==> src/rtl/hansen_fetch_unit.sv <==
// Instruction-fetch front end: pipelined IMEM requests, DEPTH-entry prefetch
// FIFO toward decode, and redirect flushing with stale-response discard.
module hansen_fetch_unit #(
  parameter int              XLEN     = 32,
  parameter int              DEPTH    = 4,
  parameter logic [XLEN-1:0] RESET_PC = '0
) (
  input  logic                     clk,
  input  logic                     reset_n,
  input  logic                     fetch_enable,
  output logic                     imem_req_valid,
  input  logic                     imem_req_ready,
  output logic [XLEN-1:0]          imem_addr,
  input  logic                     imem_rsp_valid,
  input  logic [XLEN-1:0]          imem_rsp_data,
  output logic                     dec_valid,
  input  logic                     dec_ready,
  output logic [XLEN-1:0]          dec_pc,
  output logic [XLEN-1:0]          dec_instr,
  input  logic                     redirect_valid,
  input  logic [XLEN-1:0]          redirect_pc,
  output logic                     trap_misaligned,
  output logic [$clog2(DEPTH):0]   fifo_count
);

  localparam int AW = $clog2(DEPTH);
  localparam int CW = AW + 1;
  localparam logic [CW:0] DEPTH_TOT = (CW+1)'(DEPTH);

  logic [XLEN-1:0] fetch_pc_q, fetch_pc_d;
  logic [XLEN-1:0] resp_pc_q, resp_pc_d;
  logic [CW-1:0]   count_q, count_d;
  logic [CW-1:0]   outstanding_q, outstanding_d;
  logic [CW-1:0]   drop_cnt_q, drop_cnt_d;
  logic [AW-1:0]   rd_ptr_q, rd_ptr_d;
  logic [AW-1:0]   wr_ptr_q, wr_ptr_d;
  logic            trap_q, trap_d;

  logic [XLEN-1:0] pc_mem    [DEPTH];
  logic [XLEN-1:0] instr_mem [DEPTH];

  logic [CW:0]     slots_used;
  logic            accept;
  logic            rsp_drop;
  logic            push;
  logic            pop;
  logic [XLEN-1:0] target_pc;

  // Counting buffered plus in-flight entries reserves a slot for every response.
  assign slots_used     = {1'b0, count_q} + {1'b0, outstanding_q};
  assign imem_req_valid = reset_n & fetch_enable & ~redirect_valid & (slots_used < DEPTH_TOT);
  assign imem_addr      = fetch_pc_q;

  assign dec_valid       = (count_q != '0);
  assign dec_pc          = dec_valid ? pc_mem[rd_ptr_q]    : '0;
  assign dec_instr       = dec_valid ? instr_mem[rd_ptr_q] : '0;
  assign trap_misaligned = trap_q;
  assign fifo_count      = count_q;

  always_comb begin
    accept    = imem_req_valid & imem_req_ready;
    rsp_drop  = imem_rsp_valid & (drop_cnt_q != '0);
    push      = imem_rsp_valid & (drop_cnt_q == '0) & ~redirect_valid;
    pop       = dec_valid & dec_ready & ~redirect_valid;
    target_pc = {redirect_pc[XLEN-1:2], 2'b00};

    outstanding_d = outstanding_q + CW'(accept) - CW'(imem_rsp_valid);
    trap_d        = redirect_valid & (redirect_pc[1:0] != 2'b00);

    fetch_pc_d = fetch_pc_q;
    resp_pc_d  = resp_pc_q;
    count_d    = count_q;
    drop_cnt_d = drop_cnt_q;
    rd_ptr_d   = rd_ptr_q;
    wr_ptr_d   = wr_ptr_q;

    if (redirect_valid) begin
      // A response arriving this cycle is consumed here, so it is not stale.
      fetch_pc_d = target_pc;
      resp_pc_d  = target_pc;
      count_d    = '0;
      rd_ptr_d   = '0;
      wr_ptr_d   = '0;
      drop_cnt_d = outstanding_q - CW'(imem_rsp_valid);
    end else begin
      if (accept) fetch_pc_d = fetch_pc_q + XLEN'(4);
      if (push)   resp_pc_d  = resp_pc_q + XLEN'(4);
      count_d    = count_q + CW'(push) - CW'(pop);
      drop_cnt_d = drop_cnt_q - CW'(rsp_drop);
      rd_ptr_d   = rd_ptr_q + AW'(pop);
      wr_ptr_d   = wr_ptr_q + AW'(push);
    end
  end

  always_ff @(posedge clk or negedge reset_n) begin
    if (!reset_n) begin
      fetch_pc_q    <= RESET_PC;
      resp_pc_q     <= RESET_PC;
      count_q       <= '0;
      outstanding_q <= '0;
      drop_cnt_q    <= '0;
      rd_ptr_q      <= '0;
      wr_ptr_q      <= '0;
      trap_q        <= 1'b0;
    end else begin
      fetch_pc_q    <= fetch_pc_d;
      resp_pc_q     <= resp_pc_d;
      count_q       <= count_d;
      outstanding_q <= outstanding_d;
      drop_cnt_q    <= drop_cnt_d;
      rd_ptr_q      <= rd_ptr_d;
      wr_ptr_q      <= wr_ptr_d;
      trap_q        <= trap_d;
    end
  end

  // Storage needs no reset: the head is masked whenever the FIFO is empty.
  always_ff @(posedge clk) begin
    if (push) begin
      pc_mem[wr_ptr_q]    <= resp_pc_q;
      instr_mem[wr_ptr_q] <= imem_rsp_data;
    end
  end

endmodule

==> config.mk <==
export PLATFORM = sky130hd
export DESIGN_NAME = hansen_fetch_unit
export DESIGN_NICKNAME = d
export VERILOG_FILES = /design/src/rtl/hansen_fetch_unit.sv
export SDC_FILE = /design/constraint.sdc
export NUM_CORES = 1
export LEC_CHECK = 0
export CAP_MARGIN = 20
export CORE_MARGIN = 1
export CORE_UTILIZATION = 40
export DETAILED_ROUTE_END_ITERATION = 10
export PLACE_DENSITY_LB_ADDON = 0.25
export SYNTH_ARGS = -nofsm -noshare
export SYNTH_HDL_FRONTEND = slang
export SYNTH_SLANG_ARGS = --single-unit
export TNS_END_PERCENT = 1
==> constraint.sdc <==
create_clock -name clk -period 10.87 [get_ports clk]
set_input_delay 2.174 -clock clk [delete_from_list [all_inputs] [get_ports clk]]
set_output_delay 2.174 -clock clk [all_outputs]
set_load 0.05 [all_outputs]
; Word-level counts from Yosys, hierarchy flattened
; Memory sizes are Yosys's and may differ from the RTL's.
; Cells that the tools add are included.
[word_totals]
regBits = 78
latch_bits = 0
mem_bits_rw = 256
mem_bits_ro = 0
input_bits = 71
out_inout_bits = 102
wordCells = 51
mem_count = 2
[op_classes]
n_addsub = 11
multipliers = 0
n_div = 0
n_lt_le_gt_ge = 1
eq_ne = 0
n_shift = 0
mux = 12
bitwise = 11
n_reduce_logical = 6
[memory_table]
columns = memory, depth, word_bits, read_ports, rd_ports_with_merged_regs, wr, line_no
row1 = instr_mem, 4, 32, 1, 0, 1, 40  ; logic [XLEN-1:0] instr_mem [DEPTH];
row2 = pc_mem, 4, 32, 1, 0, 1, 39  ; logic [XLEN-1:0] pc_mem [DEPTH];
[op_table]
columns = cell, count
row1 = $mux 32, 6
row2 = $add 32x3->32 const B, 2
row3 = $sub 3x1->3, 4
row4 = $and 1x1->1, 10
row5 = $add 3x1->3, 2
row6 = $mux 3, 2
row7 = $reduce_bool 2->1, 3
row8 = $reduce_bool 3->1, 2
row9 = $add 2x1->2, 2
row10 = $add 3x3->4, 1
row11 = $lt 4x3->1 const B, 1
row12 = $mux 2, 2
row13 = $logic_not 3->1, 1
row14 = $mux 1, 2
row15 = $not 1->1, 1

; Longest topological paths before layout
; Gate-level depths: netlist (run 1).
[depth]
ltp_word = 6
mapped_depth = 13
mapped_depth_nobuf = 10

; Worst setup path before layout (run 1)
; OpenSTA, ideal clock, no wires.
[synth_path]
path_type = input to register
from = input imem_rsp_valid
to = memory instr_mem[0][0] (enable)
setup_ns = 0.558
arrival_time_ns = 7.076
required_time_ns = 10.312
slack_ns = 3.236
path_stages = 3
cell_sequence = nor4b_1 -> nand2_1 -> nor3_1
[synth_via]
elab_chain_len = 4
[synth_lines]
columns = item, line_no
row1 = start: declaration, 14  ; input logic imem_rsp_valid,
row2 = $and 1x1->1 (2 in a row), 63  ; push = imem_rsp_valid & (drop_cnt_q == '0) & ~redirect_valid;
row3 = $mux 1, 119  ; if (push) begin
row4 = $mux 1 (not written as such), 121  ; instr_mem[wr_ptr_q] <= imem_rsp_data;
row5 = end: declaration, 40
; Every way passes these cells.

; Worst setup path in the final report (run 1)
[layout_path]
from = input reset_n
to = output imem_req_valid
[layout_via]
elab_chain_len = 3
[layout_lines]
columns = item, line_no
row1 = start: declaration, 9  ; input logic reset_n,
row2 = $and 1x1->1 (3 in a row), 51  ; assign imem_req_valid = reset_n & fetch_enable & ~redirect_valid & (slots_used < DEPTH_TOT);
row3 = end: declaration, 11  ; output logic imem_req_valid,
; Every way passes these cells.

==> results of run 1 <==
power by group through the flow:
stage | clock network [W] | logic (W) | registers [W]
detailed placement | 0 | 0.00109 | 0.00151
CTS | 0.00124 | 0.00109 | 0.00149
floorplan | 0 | 0.000688 | 0.00154
global placement | 0 | 0.00108 | 0.00151
finish | 0.00121 | 0.00107 | 0.00149
global route | 0.00129 | 0.00113 | 0.00150
Yosys cell counts, types with 16 or more instances:
| cell type | count |
|---|---|
| edfxtp_1 | 248 |
| dfrtp_1 | 74 |
| nor2b_1 | 65 |
| nand2_1 | 64 |
| mux4_2 | 62 |
| nand3_1 | 37 |
| nor2_1 | 30 |
| nand4_1 | 29 |
| clkbuf_1 | 26 |
| inv_1 | 22 |
| o21ai_1 | 21 |
| xor2_1 | 20 |
| o21ai_0 | 18 |
| xnor2_1 | 16 |
metal layers:
layer / part of all wire, % / vias to the layer above / track usage, %
li1: - / 3681 / -
met1: 47 / 3994 / 24.4
met2: 45 / 259 / 25.8
met3: 5.6 / 45 / 3.05
met4: 2.1 / 0 / 5.52
met5: 0 / - / 0
kinds of logic after synthesis:
family / Yosys count
buf+inv: 66
other cells: 1
fa+ha+maj: 16
flops: 322
mux: 67
xor+xnor: 36
compound gates: 82
simple gates: 276
cell type report:
| type | count | area (sq um) |
|---|---|---|
| multi-input combinational | 481 | 4080 |
| tap | 448 | 561 |
| clock buffer | 45 | 966 |
| fill | 2836 | 16500 |
| timing repair buffer | 180 | 1760 |
| clock inverter | 21 | 221 |
| sequential | 322 | 9310 |
| inverter | 24 | 90.1 |
worst min path at each step:
stage,startpoint,to,slack (ns),cells past startpoint
after CTS,outstanding_q[0],outstanding_q[0],0.57,1
after global routing,outstanding_q[0],outstanding_q[0],0.60,1
after detailed placement,outstanding_q[0],outstanding_q[0],0.55,1
after floorplan,resp_pc_q[31],pc_mem[0][31],0.49,0
final,outstanding_q[0],outstanding_q[0],0.57,1
after global placement,outstanding_q[0],outstanding_q[0],0.54,1
worst max-delay path: stages:
cell	delay (ns)
buf_2	0.07
buf_4	0.37
and2_0	0.20
and3_1	0.16
clkdlybuf4s50_1	0.80
metrics by stage:
stage | cell area, sq um | setup WS, ns | std cells | power (W)
floorplan | 13600 | 3.24 | 869 | 0.00222
CTS | 17000 | 4.86 | 1521 | 0.00382
global placement | 15800 | 4.89 | 1454 | 0.00259
global route | 17000 | 4.79 | 1521 | 0.00392
detailed placement | 15800 | 4.87 | 1455 | 0.00260
finish | 17000 | 4.90 | 1521 | 0.00376
sequential cells by signal (all words and copies together) (netlist names), 2 cells and up:
signal,count
resp_pc_q,30
wr_ptr_q,2
imem_addr,30
rd_ptr_q,2
fifo_count,3
outstanding_q,3
pc_mem,120
instr_mem,128
drop_cnt_q,3
==> impl_metrics.env, run 1 <==
export IMPL_outcome="complete, no violations"
export IMPL_hpwlAfterDp_mm=17.1
export IMPL_fin_hold_ws_ns=0.571
export IMPL_areaGrowthSynthToFinish_pct=24.7
export IMPL_start_kind="primary input"
export IMPL_p_int_w=0.00251
export IMPL_final_common_cell="edfxtp_1"
export IMPL_p_per_area_nw_per_um2=222
export IMPL_rsz0062_at_grt="no"
export IMPL_r2r_end="outstanding_q[2]"
export IMPL_grt_ovfl_total=0
export IMPL_grtUsageTotal_pct=16.8
export IMPL_required_ns=8.70
export IMPL_row_count=67
export IMPL_drc=0
export IMPL_post_cts_buffers=0
export IMPL_finalHoldViolations=0
export IMPL_synth_area_top_cells="edfxtp_1 (55%), dfrtp_1 (14%), mux4_2 (10%), nor2b_1 (3.0%), nand2_1 (1.8%)"
export IMPL_fp_dieH_microns=187
export IMPL_ctsHoldBuffers=0
export IMPL_drt_iter0_markers=558
export IMPL_crit_end="imem_req_valid"
export IMPL_clkSinkCount=322
export IMPL_grt_max_degree=68
export IMPL_coreArea_sq_um=33500
export IMPL_worst_r2r_path_depth=11
export IMPL_skew_ns=0.0126
export IMPL_cts_path_max_buffers=3
export IMPL_root_buffer="clkbuf_16"
export IMPL_grt_pass1_wl_mm=45.9
export IMPL_ys_types=56
export IMPL_synthMuxAreaShare_pct=10.6
export IMPL_via_count=7979
export IMPL_worstSetupPathType="in2out"
export IMPL_die_x_microns=187
export IMPL_setup_viol=0
export IMPL_synth_edff_count=248
export IMPL_start_util_pct=40.6
export IMPL_final_cell_mix="edfxtp_1 (248), clkdlybuf4s50_1 (166), dfrtp_1 (72)"
export IMPL_clk_latency_ns=0.52
export IMPL_vias_per_cell=5.25
export IMPL_ys_seq_area_share_pct=68.3
export IMPL_cp_data_arrival_time_ns=3.80
export IMPL_netlist_area_leader_share_pct=54.7
export IMPL_r2r_slack_ns=7.69
export IMPL_fin_setup_tns_ns=0
export IMPL_cts_tree="yes"
export IMPL_critPathMaxFanout=32
export IMPL_synth_top_family_by_area="simple AND/OR/NAND/NOR gates"
export IMPL_clock_power_share_pct=32.1
export IMPL_fin_crit_sh_pct=54.9
export IMPL_synth_top_cell_by_area="edfxtp_1"
export IMPL_io_buffer_count=168
export IMPL_synth_simple_gate_area_share_pct=11.4
export IMPL_layout_drive_gt1_share_pct=14.1
export IMPL_h_tree_depth=2
export IMPL_cts_clk_slew_worst_paths_ns=0.06
export IMPL_ios=173
export IMPL_synth_flop_cell="edfxtp_1"
export IMPL_period_minus_slack_ns=5.97
export IMPL_max_freq_mhz=167
export IMPL_dieArea_sq_um=34800
export IMPL_post_drt_wl_per_cell_microns=18.9
export IMPL_dr_pass1_iters=5
export IMPL_maxCapViolCount=0
export IMPL_r2r_start="fifo_count[2]"
export IMPL_tightestPinTransition_ns=0.990
export IMPL_cts_buffers=36
export IMPL_cts_resized=0
export IMPL_crit_start="reset_n"
export IMPL_synth_area_per_cell_sq_um=15.7
export IMPL_gp_congestion=0.834
export IMPL_synthAdderAreaFrac_pct=1.58
export IMPL_syn_area_sq_um=13600
export IMPL_p_seq_share_pct=39.5
export IMPL_grt_pass1_vias=8144
export IMPL_crit_path_end_kind="output port"
export IMPL_wl_mm=28.8
export IMPL_synth_compound_area_share_pct=3.69
export IMPL_pwr_share_comb_pct=28.4
export IMPL_ys_warn_count=0
export IMPL_ys_ff_latch=322
export IMPL_p_leak_nw=5.71
export IMPL_slew_viol_final=0
export IMPL_power_switching_share_pct=33.2
export IMPL_insertedDiodeCount=0
export IMPL_synthXorXnorAreaFrac_pct=2.31
export IMPL_ir_drop_mv=0.130
export IMPL_holdCritPathClass="reg2reg"
export IMPL_ant_nets=0
export IMPL_syn_inst=866
export IMPL_p_sw_w=0.00125
export IMPL_async_flop_share_pct=23.0
export IMPL_slew_headroom_pct=34.0
export IMPL_antenna_found_initial=0
export IMPL_final_nets=1132
export IMPL_fin_util_pct=50.7
(Power assumes the default switching activity.)
==> inputs of run 2 (changes only) <==
==> constraint.sdc (replaced) <==
create_clock -name clk -period 4.96 [get_ports clk]
set_input_delay 0.992 -clock clk [delete_from_list [all_inputs] [get_ports clk]]
set_output_delay 0.992 -clock clk [all_outputs]
set_load 0.05 [all_outputs]
==> run 2 against run 1 <==
Final cell count grew 0.20%. Power grew 110%. Flip-flop and latch count is the same. Core utilization is essentially flat. Wire length grew 0.11%. Sequential power grew 120%. Die area is the same. Sequential share of layout area is essentially flat. Register-to-register slack lost 5.6 ns. Global-route usage shrank 0.074 points. Largest power group unchanged. Critical path depth shrank 1. Highest routed layer unchanged. Design area is essentially flat.
==> impl_metrics.env, run 2 (synthesized netlist as in run 1, its figures left out) <==
export IMPL_fin_util_pct=50.7
export IMPL_required_ns=3.97
export IMPL_skew_ns=0.0150
export IMPL_slew_headroom_pct=44.0
export IMPL_rsz0062_at_grt="no"
export IMPL_cp_data_arrival_time_ns=2.91
export IMPL_post_drt_wl_per_cell_microns=18.9
export IMPL_dr_pass1_iters=5
export IMPL_cts_resized=0
export IMPL_slowest_stage="dfrtp_4"
export IMPL_crit_path_end_kind="output port"
export IMPL_layout_drive_gt1_share_pct=14.1
export IMPL_largest_reg_flops=128
export IMPL_ir_drop_mv=0.257
export IMPL_largest_register="instr_mem"
export IMPL_largestRegisters="instr_mem (128), pc_mem (120)"
export IMPL_critPathMaxFanout=40
export IMPL_maxCapViolCount=0
export IMPL_dieArea_sq_um=34800
export IMPL_antenna_found_initial=0
export IMPL_ant_nets=0
export IMPL_vias_per_cell=5.25
export IMPL_row_count=67
export IMPL_post_place_cells=1460
export IMPL_gp_congestion=0.843
export IMPL_holdCritPathClass="in2async"
export IMPL_cts_path_max_buffers=3
export IMPL_grt_max_degree=69
export IMPL_clkSinkCount=322
export IMPL_p_leak_nw=5.70
export IMPL_final_nets=1137
export IMPL_finalHoldViolations=0
export IMPL_cts_buffers=35
export IMPL_final_cell_mix="edfxtp_1 (248), clkdlybuf4s50_1 (166), dfrtp_1 (72)"
export IMPL_root_buffer="clkbuf_16"
export IMPL_slew_viol_final=0
export IMPL_grt_pass1_vias=8037
export IMPL_start_kind="flop"
export IMPL_hpwlAfterDp_mm=18.1
export IMPL_h_tree_depth=2
export IMPL_via_count=7996
export IMPL_fp_dieH_microns=187
export IMPL_grt_ovfl_total=0
export IMPL_final_common_cell="edfxtp_1"
export IMPL_finalPower_w=0.00806
export IMPL_post_cts_buffers=0
export IMPL_start_util_pct=40.6
export IMPL_worstSetupPathType="reg2out"
export IMPL_clk_latency_ns=0.51
export IMPL_cts_clk_slew_worst_paths_ns=0.06
export IMPL_fin_hold_ws_ns=0.357
export IMPL_grtUsageTotal_pct=16.8
export IMPL_stdcell_count=1524
export IMPL_wl_mm=28.8
export IMPL_max_freq_mhz=256
export IMPL_areaGrowthSynthToFinish_pct=24.7
export IMPL_io_buffer_count=168
export IMPL_setup_viol=0
export IMPL_cts_tree="yes"
export IMPL_p_per_area_nw_per_um2=474
export IMPL_max_stage_delay_ns=0.83
export IMPL_drc=0
export IMPL_coreArea_sq_um=33500
export IMPL_die_x_microns=187
export IMPL_grt_pass1_wl_mm=45.4
export IMPL_timing_critical_path_buf_inv=2
export IMPL_fin_crit_sh_pct=78.7
export IMPL_ctsHoldBuffers=0
export IMPL_ios=173
export IMPL_drt_iter0_markers=516
export IMPL_fin_setup_tns_ns=0
export IMPL_insertedDiodeCount=0
export IMPL_period_minus_slack_ns=3.90
export IMPL_critPathTopFamily="buffers and inverters"
export IMPL_cp_cell_sequence="buf_4, mux4_2, nor2b_1, clkdlybuf4s50_1"
export IMPL_tightestPinTransition_ns=0.840
export IMPL_outcome="complete, no violations"
==> run 2: power breakdown <==
| part | internal [W] | switching (W) | leakage (nW) |
|---|---|---|---|
| clock | 0.00141 | 0.00102 | 0.525 |
| sequential | 0.00307 | 0.000166 | 3.14 |
| combinational | 0.000863 | 0.00153 | 2.04 |
==> run 2: metal layers <==
layer	global-route usage, %	up-vias	wire length, microns
li1	-	3693	-
met1	24.5	3991	13400
met2	26.3	274	13200
met3	2.75	38	1710
met4	4.22	0	501
met5	0	-	0
==> run 2: cell type report <==
cell class,count,area [sq um]
Clock buffer,43,906
Clock inverter,20,170
Fill cell,2812,16500
Inverter,24,90.1
Multi-Input combinational cell,481,4090
Sequential cell,322,9310
Tap cell,448,561
Timing Repair Buffer,186,1870
==> run 2: worst paths after layout <==
kind	start	endpoint	slack [ns]	cells past startpoint
worst max-delay path	rd_ptr_q[1]	dec_pc[21]	1.06	4
worst min-delay path	reset_n	trap_misaligned	0.36	1
worst max register to register	fifo_count[1]	outstanding_q[2]	2.12	11
worst min register to register	outstanding_q[0]	outstanding_q[0]	0.54	1
max in group asynchronous	reset_n	rd_ptr_q[0]	3.36	2
min in group clk	outstanding_q[0]	outstanding_q[0]	0.54	1
==> run 2: worst register-to-register path, cell delays in order, from the launching register on <==
cell,delay [ns]
dfrtp_1,0.49
ha_1,0.26
nor4_1,0.29
and4_1,0.22
buf_4,0.28
inv_2,0.07
ha_1,0.27
inv_1,0.04
ha_1,0.18
fa_1,0.37
xnor2_1,0.18
xnor2_1,0.13
==> run 2: per-stage QoR <==
stage	setup slack [ns]	area [sq um]
after floorplan	0.0163	13600
after global placement	1.18	15900
after detailed placement	1.21	15900
after CTS	0.984	17000
after global routing	0.946	17000
final	1.06	17000
==> inputs of run 3 (changes only) <==
==> constraint.sdc (replaced) <==
create_clock -name clk -period 4.07 [get_ports clk]
set_input_delay 0.814 -clock clk [delete_from_list [all_inputs] [get_ports clk]]
set_output_delay 0.814 -clock clk [all_outputs]
set_load 0.05 [all_outputs]
==> run 3 against run 2 <==
First-iteration DRC count is 17% higher. Design area barely moved. Wire length is essentially flat. Sequential power up 23%. Sequential share of layout area is 0.067 points lower. Worst hold slack got worse by 0.0061 ns. Register-to-register slack worse by 0.61 ns. Non-clock buffer count grew 2. Combinational power up 21%. Clock skew shrank 0.0044 ns. Global-route usage increased by 0.064 points.
==> impl_metrics.env, run 3 (synthesized netlist as in run 1, its figures left out) <==
export IMPL_root_buffer="clkbuf_16"
export IMPL_via_count=7991
export IMPL_multi_input_area_sq_um=4090
export IMPL_largest_reg_flops=128
export IMPL_dr_pass1_iters=6
export IMPL_design_area_sq_um=17000
export IMPL_grt_pass1_wl_mm=45.9
export IMPL_holdCritPathClass="in2async"
export IMPL_max_freq_mhz=271
export IMPL_hpwlAfterDp_mm=18.2
export IMPL_rsz0062_at_grt="no"
export IMPL_largestRegisters="instr_mem (128), pc_mem (120)"
export IMPL_antenna_found_initial=0
export IMPL_worstSetupPathType="reg2out"
export IMPL_drc=0
export IMPL_wl_mm=28.8
export IMPL_start_util_pct=40.6
export IMPL_vias_per_cell=5.25
export IMPL_fp_dieH_microns=187
export IMPL_row_count=67
export IMPL_drt_iter0_markers=603
export IMPL_ctsHoldBuffers=0
export IMPL_ios=173
export IMPL_skew_ns=0.0106
export IMPL_ant_nets=0
export IMPL_r2r_start="fifo_count[2]"
export IMPL_post_cts_buffers=0
export IMPL_worst_r2r_path_depth=10
export IMPL_slowest_stage="clkdlybuf4s50_1"
export IMPL_cp_data_arrival_time_ns=2.88
export IMPL_gp_congestion=0.796
export IMPL_required_ns=3.26
export IMPL_clkSinkCount=322
export IMPL_slew_headroom_pct=47.7
export IMPL_insertedDiodeCount=0
export IMPL_start_kind="flop"
export IMPL_r2r_slack_ns=1.51
export IMPL_setup_viol=0
export IMPL_cts_tree="yes"
export IMPL_cts_clk_slew_worst_paths_ns=0.06
export IMPL_grt_pass1_vias=8193
export IMPL_dieArea_sq_um=34800
export IMPL_finalPower_w=0.00981
export IMPL_cts_resized=0
export IMPL_io_buffer_count=168
export IMPL_placed_cell_area_sq_um=15900
export IMPL_final_common_cell="edfxtp_1"
export IMPL_cts_buffers=35
export IMPL_seq_area_sq_um=9300
export IMPL_period_minus_slack_ns=3.69
export IMPL_final_nets=1139
export IMPL_crit_path_end_kind="output port"
export IMPL_outcome="complete, no violations"
export IMPL_finalHoldViolations=0
export IMPL_largest_register="instr_mem"
export IMPL_areaGrowthSynthToFinish_pct=24.8
export IMPL_cts_path_max_buffers=3
export IMPL_post_drt_wl_per_cell_microns=18.9
export IMPL_critPathMaxFanout=21
export IMPL_final_cell_mix="edfxtp_1 (248), clkdlybuf4s50_1 (166), dfrtp_1 (72)"
export IMPL_tightestPinTransition_ns=0.778
export IMPL_maxCapViolCount=0
export IMPL_cp_cell_sequence="buf_12, mux4_2, nor2b_1, clkdlybuf4s50_1"
export IMPL_r2r_end="outstanding_q[2]"
export IMPL_fillCellCount=2845
export IMPL_h_tree_depth=2
export IMPL_grt_max_degree=63
export IMPL_die_x_microns=187
export IMPL_clk_latency_ns=0.50
export IMPL_slew_viol_final=0
export IMPL_grt_ovfl_total=0
export IMPL_coreArea_sq_um=33500
export IMPL_ir_drop_mv=0.349
export IMPL_layout_drive_gt1_share_pct=14.2
export IMPL_fin_crit_sh_pct=90.7
export IMPL_p_leak_nw=5.70
export IMPL_max_stage_delay_ns=0.70
export IMPL_p_per_area_nw_per_um2=577
export IMPL_grtUsageTotal_pct=16.8
-- run 3: changes by cell type in the layout (fill, tap and decap cells not counted), moves of 2 or more --
cell | previous run | this run
clkbuf_1 | 8 | 11
clkbuf_16 | 35 | 37
clkinv_2 | 7 | 4
clkinvlp_4 | 1 | 3
clkinv_8 | 2 | 0
clkinv_1 | 8 | 3
-- run 3: worst max path at each step --
stage / slack [ns] / cells after the start / from / endpoint
finish: 0.38 / 4 / rd_ptr_q[0] / dec_pc[9]
CTS: 0.29 / 4 / rd_ptr_q[0] / dec_pc[9]
global placement: 0.80 / 11 / imem_rsp_valid / fifo_count[2]
floorplan: -0.69 / 5 / imem_rsp_valid / instr_mem[2][0]
global route: 0.23 / 4 / rd_ptr_q[0] / dec_pc[4]
detailed placement: 0.80 / 4 / redirect_valid / imem_req_valid
-- run 3: worst max-delay path: cells and delay by family, from the launching register on --
kind	cells	cell delay [ns]
flip-flops	1	0.69
multiplexers	1	0.55
buffers and inverters	2	0.98
AND/OR/NAND/NOR	1	0.15
-- run 3: cell type report --
cell class                      count  area share, %
Timing Repair Buffer              188           11.1
Multi-Input combinational cell    481           24.0
Sequential cell                   322           54.7
Inverter                           24          0.530
Clock inverter                     11          0.522
Clock buffer                       49           5.77
Tap cell                          448           3.30
-- run 3: power by group --
group | internal [W] | switching, W | total [W] | leakage [nW]
Clock | 0.00174 | 0.00121 | 0.00295 | 0.514
Combinational | 0.00106 | 0.00184 | 0.00290 | 2.05
Sequential | 0.00374 | 0.000221 | 0.00396 | 3.14
Total | 0.00655 | 0.00327 | 0.00981 | 5.70
-- run 3: metal layers --
metal  GRT usage, %  wire (microns)  vias to the layer above
li1               -               -                     3688
met1           24.3           13200                     3988
met2           26.5           13400                      272
met3           3.18            1670                       43
met4           3.81             467                        0
met5              0               0                        -
-- run 3: metrics by stage --
stage	utilization (%)	setup WS (ns)	hold WS, ns	instances	setup TNS (ns)
global placement	47.5	0.804	0.525	1462	0
detailed placement	47.5	0.804	0.535	1462	0
global route	50.7	0.228	0.368	1523	0
CTS	50.7	0.286	0.374	1522	0
floorplan	-	-0.692	0.494	869	-62.69
finish	50.7	0.377	0.350	1523	0
